==> src/rtl/reg_bank.sv <==
// reg_bank: DEPTH x WIDTH register bank for the processor datapath.
//   One write port that executes an in-place op on the addressed register:
//   LOAD, INC, DEC or SHL. It also updates the carry and zero status flags.
//   Two read ports each have their own enable and give registered outputs.
//   A write to the address being read in the same cycle is bypassed, so the
//   read returns the new value.
// Ports:
//   clk, rst_n             clock, asynchronous active-low reset
//   wr_en, wr_addr, wr_op  write strobe, target register, op (00 LD 01 INC 10 DEC 11 SHL)
//   wr_data                LOAD operand
//   rd_en_a/b, rd_addr_a/b read enables and addresses (enable low holds the output)
//   rd_data_a/b            registered read data
//   flag_c, flag_z         carry/borrow/shift-out and zero of the last executed write
module reg_bank #(
  parameter int  WIDTH = 8,
  parameter int  DEPTH = 4,
  localparam int AW    = $clog2(DEPTH)
) (
  input  logic             clk,
  input  logic             rst_n,
  input  logic             wr_en,
  input  logic [AW-1:0]    wr_addr,
  input  logic [1:0]       wr_op,
  input  logic [WIDTH-1:0] wr_data,
  input  logic             rd_en_a,
  input  logic [AW-1:0]    rd_addr_a,
  output logic [WIDTH-1:0] rd_data_a,
  input  logic             rd_en_b,
  input  logic [AW-1:0]    rd_addr_b,
  output logic [WIDTH-1:0] rd_data_b,
  output logic             flag_c,
  output logic             flag_z
);

  localparam logic [1:0] OP_LOAD = 2'b00;
  localparam logic [1:0] OP_INC  = 2'b01;
  localparam logic [1:0] OP_DEC  = 2'b10;
  localparam logic [1:0] OP_SHL  = 2'b11;

  // Returns {carry, result} for one write op applied to old value v.
  function automatic logic [WIDTH:0] exec_op(
    input logic [1:0]       op,
    input logic [WIDTH-1:0] v,
    input logic [WIDTH-1:0] d
  );
    logic [WIDTH:0] res;
    case (op)
      OP_LOAD: res = {1'b0, d};
      // Extending to WIDTH+1 bits makes the top bit the carry out.
      OP_INC:  res = {1'b0, v} + (WIDTH+1)'(1);
      // A borrow happens only when decrementing zero.
      OP_DEC:  res = {(v == {WIDTH{1'b0}}), v - WIDTH'(1)};
      OP_SHL:  res = {v[WIDTH-1], v[WIDTH-2:0], 1'b0};
      default: res = {1'b0, v};
    endcase
    return res;
  endfunction

  logic [WIDTH-1:0] bank_r [DEPTH];
  logic [WIDTH-1:0] old_s;
  logic [WIDTH-1:0] result_s;
  logic             carry_s;

  // Compute the write result from the addressed register's current value.
  always_comb begin
    old_s               = bank_r[wr_addr];
    {carry_s, result_s} = exec_op(wr_op, old_s, wr_data);
  end

  // Register bank storage and status flags.
  always_ff @(posedge clk or negedge rst_n) begin
    if (!rst_n) begin
      for (int i = 0; i < DEPTH; i++) begin
        bank_r[i] <= {WIDTH{1'b0}};
      end
      flag_c <= 1'b0;
      flag_z <= 1'b0;
    end else if (wr_en) begin
      bank_r[wr_addr] <= result_s;
      flag_c          <= carry_s;
      flag_z          <= (result_s == {WIDTH{1'b0}});
    end else begin
      flag_c <= flag_c;
      flag_z <= flag_z;
    end
  end

  // Read port A: registered, with write-first bypass on an address match.
  always_ff @(posedge clk or negedge rst_n) begin
    if (!rst_n) begin
      rd_data_a <= {WIDTH{1'b0}};
    end else if (rd_en_a) begin
      if (wr_en && (rd_addr_a == wr_addr)) begin
        rd_data_a <= result_s;
      end else begin
        rd_data_a <= bank_r[rd_addr_a];
      end
    end else begin
      rd_data_a <= rd_data_a;
    end
  end

  // Read port B: same behaviour as port A, independent address and enable.
  always_ff @(posedge clk or negedge rst_n) begin
    if (!rst_n) begin
      rd_data_b <= {WIDTH{1'b0}};
    end else if (rd_en_b) begin
      if (wr_en && (rd_addr_b == wr_addr)) begin
        rd_data_b <= result_s;
      end else begin
        rd_data_b <= bank_r[rd_addr_b];
      end
    end else begin
      rd_data_b <= rd_data_b;
    end
  end

endmodule

==> config.mk <==
export PLATFORM = sky130hd
export DESIGN_NAME = reg_bank
export DESIGN_NICKNAME = d
export VERILOG_FILES = /design/src/rtl/reg_bank.sv
export SDC_FILE = /design/constraint.sdc
export NUM_CORES = 1
export LEC_CHECK = 0
export BUFFER_PORTS_ARGS = -buffer_cell sky130_fd_sc_hd__buf_2
export CORE_MARGIN = 8
export CORE_UTILIZATION = 28
export CTS_BUF_LIST = sky130_fd_sc_hd__clkbuf_8 sky130_fd_sc_hd__clkbuf_16
export DETAILED_ROUTE_END_ITERATION = 10
export GPL_TIMING_DRIVEN = 1
export MAX_ROUTING_LAYER = met4
export SLEW_MARGIN = 20
export SYNTH_ARGS = -nofsm -noshare
export SYNTH_HDL_FRONTEND = slang
export SYNTH_SLANG_ARGS = --single-unit
==> constraint.sdc <==
create_clock -name clk -period 6.8 [get_ports clk]
set_input_delay 1.36 -clock clk [delete_from_list [all_inputs] [get_ports clk]]
set_output_delay 1.36 -clock clk [all_outputs]
set_load 0.005 [all_outputs]
Word-level counts from Yosys, hierarchy flattened
Cells that the tools add are included.
- add/sub/neg operators: 2
- bitwise gates (word level): 3
- mux-type cells: 15
- equality and inequality tests: 5
- reductions and logical operators: 6
- $lt $le $gt $ge: 4
- operators with widths (cell ; number):
    2-to-1 mux 8 bit ; 9
    binary-select mux 8 bit (select 2 bit) ; 3
    one-hot mux 9 bit (4 select lines) ; 1
    bitwise mux 32 bit ; 1
    demux 8 bit (select 2 bit) ; 1
    logical NOT 8 bit ; 2
    adder 8 x 1 -> 9 bit (second input constant) ; 1
    >= comparator 3 bit (second input constant) ; 3
    inverter 2 -> 3 bit ; 3
    subtractor 8 x 1 -> 8 bit (second input constant) ; 1
    equality test 2 bit ; 2
    equality test 2 bit (second input constant) ; 2
    logical AND 1 bit ; 3
    < comparator 3 x 1 -> 1 bit (second input constant) ; 1
    equality test 2 x 1 -> 1 bit (second input constant) ; 1
    logical NOT 2 bit ; 1
- register bits after elaboration: 50
- input bits: 21
- output and inout port bits: 18
- logic and storage cells: 43

Depth between registers and ports, before layout
Gate-level depths: netlist of run 1.
- depth after elaboration: 7
- mapped depth: 10
- gate-level depth less buffers: 9

Worst setup path after synthesis of run 1
OpenSTA, ideal clock, no wires.
- path kind: input -> register
- start point: input wr_addr[0]
- end point: register flag_z
- data arrival time: 3.513 ns
- slack: 3.210 ns
- stages on the path: 9
- path buffers: 1
- data required time: 6.722 ns
- cells stage by stage: buf_6 > mux4_1 > inv_1 > ha_1 > mux2_2 > o21ai_0 > and3_1 > nand4_1 > o21ai_1
- word-level cells in the longest chain between the ends: 7
- ends and longest elaborated chain (what ; RTL line ; source):
    start: declaration ; 22 ; input logic [AW-1:0] wr_addr,
    inverter 2 -> 3 bit (not written as such) * ; 66 ; old_s = bank_r[wr_addr];
    binary-select mux 8 bit (select 2 bit) * ; 66 ;
    2-to-1 mux 8 bit (not written as such) * (2 in a row) ; 66 ;
    subtractor 8 x 1 -> 8 bit / adder 8 x 1 -> 9 bit (equally long branches) ; 52, 50 ;
    one-hot mux 9 bit (4 select lines) * ; 47 ; case (op)
    logical NOT 8 bit * ; 81 ; flag_z <= (result_s == {WIDTH{1'b0}});
    end signal: assignment ; 81 ;
    end signal: assignment ; 84 ; flag_z <= flag_z;
    end: declaration ; 32 ; output logic flag_z
Every way passes the cells marked *; elsewhere a longest branch is shown, timed or not. The select of a mux whose other input is x is not followed.
A chain may end at the register's enable or synchronous reset.

Worst setup path after layout of run 1
Same ends and word-level chain as after synthesis.

==> run metrics, run 1 <==
Synthesized Nets=345; final wirelength=8860 µm; hold path depth=1; Mean Syn Cell Area=9.97 µm²; Setup crit start kind=primary input; Site Rows=39; worst vdd ir=0.145 mV; fin crit share=58.7%; Data required, critical path=7.02 ns; Post-Synth Simple-Gate Area=14.3%; complex-gate fraction of the synthesized area=19.9%; # diodes=0; Setup CP Type=primary input to flip-flop; Worst Clk Skew=0.00808 ns; yosys warns=0; final setup fails=0; sequential share of the synthesized area=39.0%; Comb pwr share=36.6%; first-pass GRT wire length=14500 µm; Area Overhead vs Synth=13.8%; Switching Fraction=36.3%; xor-xnor portion of the synthesized cell area=1.91%; # fillers=1189; power density cells=318 mW/mm²; max_cap viols=0; Vias/cell=5.42; GRT overflow=0; R2R cell count=8; reg-to-reg endpoint=flag_z; endpoints failing hold=0; routed via count=2635; initial antenna violation count=0; DIE WIDTH=123 µm; hold_sp=rd_data_b[6]; Cell variety after synth=47; Synth Cell Area=0.00321 mm²; switching power total=422 µW; Slew Viols, Final=0; # IOs=39; Leakage=0.00152 µW; CP max FO=15; final net count=365; multiplexer area fraction after synthesis=19.6%; count of flip-flops with a built-in enable after synthesis=0; Seq pwr share=38.0%; Yosys reg bits=50; Die Ht=123 µm; main combinational cell family by area after synthesis=compound AO/OA/AOI/OAI gates; Worst Max-Slew Pin Slew=0.952 ns; Worst-Skew Late Latency=0.29 ns; Worst-path clk slew=0.07 ns; layout cells sized above 1=22.4%; Internal=741 µW; Worst setup EP type=flip-flop; WHS Endpoint=rd_data_b[6]; 1st-iter DRT viols=289; Root Driver=clkbuf_16; buffers added on ports=38; Setup Fix Bufs, Post-CTS=0; fin crit period=3.99 ns; Num CTS Buffers=5; H-tree Lvls=2; core box area=0.0113 mm²; clock power share=25.4%; CTS max path bufs=2; Slew headroom=36.0%; HP Class=flip-flop to flip-flop; setup TNS=0 ns; Final GP Congestion=0.829; Initial Util=28.4%; outcome=completed; CTS resizes=0; Final HPWL DP=6520 µm; hold_buf cts=0; largest net degree at the start of global routing=30; # DRC=0; async set-reset flop share out of synthesis=100%; fmax=0.251 GHz; Avg WL per Cell=18.2 µm; crit path DAT=4.21 ns; worst hold margin=0.476 ns; vias in the first global route=2594; clock sink count=50; gr usage total=12.5%; RSZ-0062 raised after global routing=no; Routed Antenna Nets=0; 1st-pass router iterations=5; Post-Synth Adder-Cell Area=0.779%; reg2reg start=bank_r[17]; synthesized instance count=322; die area=0.0151 mm²; R2R Setup Slk=3.90 ns; Main synth FF type=dfrtp_1; TritonCTS clock tree=done
[how the worst max path moves through the flow]
stage,start,to,cells after the start
2_1_floorplan,wr_addr[0],flag_z,9
3_3_place_gp,wr_addr[0],flag_z,9
3_5_place_dp,wr_addr[0],flag_z,9
4_1_cts,wr_addr[0],rd_data_a[1],9
5_1_grt,wr_addr[0],rd_data_a[1],9
6_report,wr_addr[0],flag_z,9
[synth_stat cells (all sizes together), types with 3 or more instances]
master / count / area [µm²]
a21oi: 21 / 105
o211ai: 10 / 85.1
mux2i: 4 / 40.0
mux4: 25 / 578
clkbuf: 17 / 63.8
nand2: 51 / 191
nand3b: 3 / 22.5
nand3: 5 / 30.0
dfrtp: 50 / 1250
nor2: 22 / 82.6
nor2b: 4 / 25.0
inv: 5 / 18.8
buf: 10 / 65.1
xnor2: 7 / 61.3
o21ai: 42 / 210
nand4: 4 / 40.0
o21a: 10 / 75.1
nor3: 4 / 20.0
[layer usage]
| layer | global-route usage (%) | wire length, µm |
|---|---|---|
| met2 | 19.6 | 4220 |
| met3 | 1.83 | 554 |
| met4 | 2.26 | 74 |
| met5 | - | 0 |
| met1 | 16.9 | 4010 |
[cells by family after synthesis]
logic type               after synthesis
XOR/XNOR                               7
adder cells (fa/ha/maj)                2
buffers and inverters                 32
AND/OR/NAND/NOR                      100
multiplexers                          30
AO/OA/AOI/OAI                        101
flip-flops                            50
[final cells by class]
| cell class | instances | area, µm² | share of cell area [%] |
|---|---|---|---|
| sequential | 50 | 1250 | 34.3 |
| clock inverter | 3 | 48.8 | 1.34 |
| timing repair buffer | 40 | 218 | 5.96 |
| clock buffer | 5 | 125 | 3.43 |
| multi-input combinational | 240 | 1810 | 49.6 |
| inverter | 5 | 18.8 | 0.514 |
| tap | 143 | 179 | 4.90 |
[cells in the final DEF, fill, tap and decap left out, types with 2 or more instances in the layout]
master | synthesis | final
nand3b_1 | 3 | 3
nand4_1 | 3 | 3
xnor2_1 | 7 | 7
nor2_1 | 22 | 22
inv_1 | 5 | 5
nand2b_1 | 2 | 2
and3_1 | 2 | 2
buf_2 | 4 | 38
and2_1 | 2 | 2
a21o_1 | 2 | 2
a221oi_2 | 2 | 2
o31ai_1 | 2 | 2
o211ai_2 | 2 | 2
mux2i_1 | 4 | 4
o21ai_0 | 41 | 41
mux4_2 | 21 | 21
mux4_1 | 4 | 4
a211oi_1 | 2 | 2
a21oi_1 | 21 | 21
dfrtp_1 | 50 | 50
nand2_1 | 51 | 51
clkbuf_16 | 0 | 5
nor2b_1 | 4 | 4
o211ai_1 | 8 | 8
o21a_1 | 10 | 10
nand3_1 | 4 | 4
nor3_1 | 4 | 4
ha_1 | 2 | 2
[power by group through the flow]
stage | clock network [µW] | registers [µW] | logic, µW
3_3_place_gp | 0 | 441 | 415
5_1_grt | 314 | 454 | 475
3_5_place_dp | 0 | 447 | 424
6_report | 295 | 442 | 425
2_1_floorplan | 0 | 427 | 306
4_1_cts | 300 | 441 | 425
[critical path, stage by stage]
cell and delay, ns:
buf_2 0.34, mux4_1 0.74, inv_1 0.12, ha_1 0.24, mux2_2 0.26, o21ai_0 0.63
and3_1 0.26, nand4_1 0.09, o21ai_1 0.16
[state kept, by name, summed over array words and instances, names as in the netlist]
name / flops
flag_z: 1
rd_data_b: 8
bank_r: 32
flag_c: 1
rd_data_a: 8
[metrics by stage]
| step | power, µW | instance area (µm²) | setup slack, ns | utilization, % | cells |
|---|---|---|---|---|---|
| 5_1_grt | 1240 | 3650 | 2.49 | 32.3 | 486 |
| 6_report | 1160 | 3650 | 2.81 | 32.3 | 486 |
| 2_1_floorplan | 734 | 3210 | 3.21 | - | 322 |
| 3_3_place_gp | 856 | 3460 | 2.60 | 30.5 | 477 |
| 4_1_cts | 1170 | 3650 | 2.82 | 32.3 | 486 |
| 3_5_place_dp | 871 | 3480 | 2.47 | 30.7 | 478 |
Power figures use the tool's default switching activity.
==> run 2: changes to the inputs <==
==> constraint.sdc (replaced) <==
create_clock -name clk -period 4.1 [get_ports clk]
set_input_delay 0.82 -clock clk [delete_from_list [all_inputs] [get_ports clk]]
set_output_delay 0.82 -clock clk [all_outputs]
set_load 0.005 [all_outputs]
==> run metrics, run 2 (synthesis gave the netlist of run 1 again) <==
outcome=completed; 1st-pass router iterations=5 (unchanged); final wirelength=8940 µm (+0.89%); max reg flops=32 (unchanged); R2R Setup Slk=1.28 ns (-2.62 ns); Setup crit start kind=primary input; GRT overflow=0 (unchanged); reg-to-reg endpoint=flag_z; Slew Viols, Final=0 (unchanged); Worst-path clk slew=0.08 ns (about the same); DIE WIDTH=123 µm (unchanged); CP Buf/Inv Count=1 (-1); fin crit share=82.3%; Worst-Skew Late Latency=0.30 ns (about the same); crit path DAT=3.60 ns (-0.61 ns); Site Rows=39 (unchanged); start point of the critical path=wr_addr[0]; clock sink count=50 (unchanged); 1st-iter DRT viols=204 (-29%); Setup Fix Bufs, Post-CTS=0 (unchanged); TritonCTS clock tree=done; top flop regs=bank_r x32, rd_data_a x8, rd_data_b x8; Final HPWL DP=6520 µm (about the same); vias in the first global route=2543 (-2.0%); CP top delay family=compound AO/OA/AOI/OAI gates; Initial Util=28.4% (unchanged); buffers added on ports=38 (unchanged); power density cells=518 mW/mm² (+63%); reg2reg start=bank_r[20]; HP Class=primary input to async pin; crit-path max cell delay=0.82 ns (+0.08 ns); Data required, critical path=4.32 ns (-2.70 ns); Num CTS Buffers=5 (unchanged); fmax=0.296 GHz; initial antenna violation count=0 (unchanged); Vias/cell=5.43 (+0.10%); Worst Max-Slew Pin Slew=0.672 ns (-0.280 ns); endpoints failing hold=0 (unchanged); Setup CP Type=primary input to flip-flop; Slew headroom=55.2% (+19 points); # fillers=1195 (+0.50%); Routed Antenna Nets=0 (unchanged); Avg WL per Cell=18.3 µm (+0.27%); Worst Clk Skew=0.00777 ns (-0.000309 ns); Worst setup EP type=flip-flop; die area=0.0151 mm² (unchanged); core box area=0.0113 mm² (unchanged); Crit-path slowest cell=mux4_1; max_cap viols=0 (unchanged); crit path capture=flag_z; # diodes=0 (unchanged); layout cells sized above 1=23.1% (+0.67 points); commonest non-fill, non-tap cells in the layout=nand2_1, dfrtp_1, o21ai_0; fin crit period=3.37 ns; # DRC=0 (unchanged); setup TNS=0 ns (unchanged); first-pass GRT wire length=14300 µm (-0.95%); CTS resizes=0 (unchanged); Leakage=0.00153 µW (+0.27%); H-tree Lvls=2 (unchanged); largest net degree at the start of global routing=34 (+13%); crit-path cells=buf_2, mux4_1, nor2_1, a311o_1, a31oi_1, a221oi_2, nand4_1, o21ai_1; CP max FO=15 (unchanged); worst vdd ir=0.204 mV (+41%); Final Non-Filler Cells=489 (+0.62%); CP Depth=8 (-1); Final GP Congestion=0.884 (+6.7%); Area Overhead vs Synth=13.4%; RSZ-0062 raised after global routing=no; final setup fails=0 (unchanged); # IOs=39 (unchanged); Biggest register=bank_r; routed via count=2654 (+0.72%); final net count=368 (+0.82%); commonest non-fill, non-tap cell in the layout=nand2_1; CTS max path bufs=2 (unchanged); gr usage total=12.5% (+0.032 points); Die Ht=123 µm (unchanged); hold_buf cts=0 (unchanged); R2R cell count=7 (-1); sequential cell area=0.00125 mm² (unchanged); Multi-input gate area=0.00181 mm² (unchanged); DP Cell Count=481 (+0.63%); Root Driver=clkbuf_16
[run 2: cell types whose count changed in the layout (fill, tap and decap cells not counted)]
cell        previous run  this run
buf_12                 1         0
buf_4                  1         5
bufinv_16              1         0
clkinv_4               0         1
clkinvlp_4             1         0
inv_6                  0         1
[run 2: worst min path at each step]
stage                              end  slack (ns)  cells past startpoint
after floorplan           rd_data_a[3]        0.47                      1
after global placement    rd_data_b[7]        0.46                      1
after detailed placement  rd_data_b[7]        0.46                      1
after CTS                   bank_r[16]        0.48                      1
after global routing      rd_data_a[3]        0.50                      1
final                       bank_r[16]        0.46                      1
[run 2: cell type report]
type,instances,area share (%)
clock buffer,5,3.44
clock inverter,3,0.790
inverter,5,0.515
multi-input combinational,240,49.7
sequential,50,34.4
tap,143,4.91
timing repair buffer,43,6.25
[run 2: metrics by stage]
| step | power [µW] | hold WS [ns] | utilization, % | area, µm² | setup WS (ns) |
|---|---|---|---|---|---|
| after floorplan | 1220 | 0.474 | - | 3210 | 1.05 |
| after global placement | 1440 | 0.462 | 30.8 | 3490 | 0.556 |
| after detailed placement | 1450 | 0.464 | 30.8 | 3490 | 0.456 |
| after CTS | 1900 | 0.475 | 32.2 | 3640 | 0.756 |
| after global routing | 2010 | 0.502 | 32.2 | 3640 | 0.607 |
| final | 1890 | 0.462 | 32.2 | 3640 | 0.727 |
[run 2: routing by layer]
metal  vias up  global-route usage [%]  share of wire (%)
met2        94                    18.5                 47
met3        10                    2.65                7.2
li1       1231                       -                  -
met1      1319                    17.0                 44
met4         0                    3.39                1.3
met5         -                       -                  0
[run 2: power breakdown]
group / switching (µW) / internal (µW) / leakage (µW)
clock: 204 / 234 / 0.0000763
combinational: 386 / 325 / 0.000833
sequential: 117 / 618 / 0.000617
total: 708 / 1180 / 0.00153
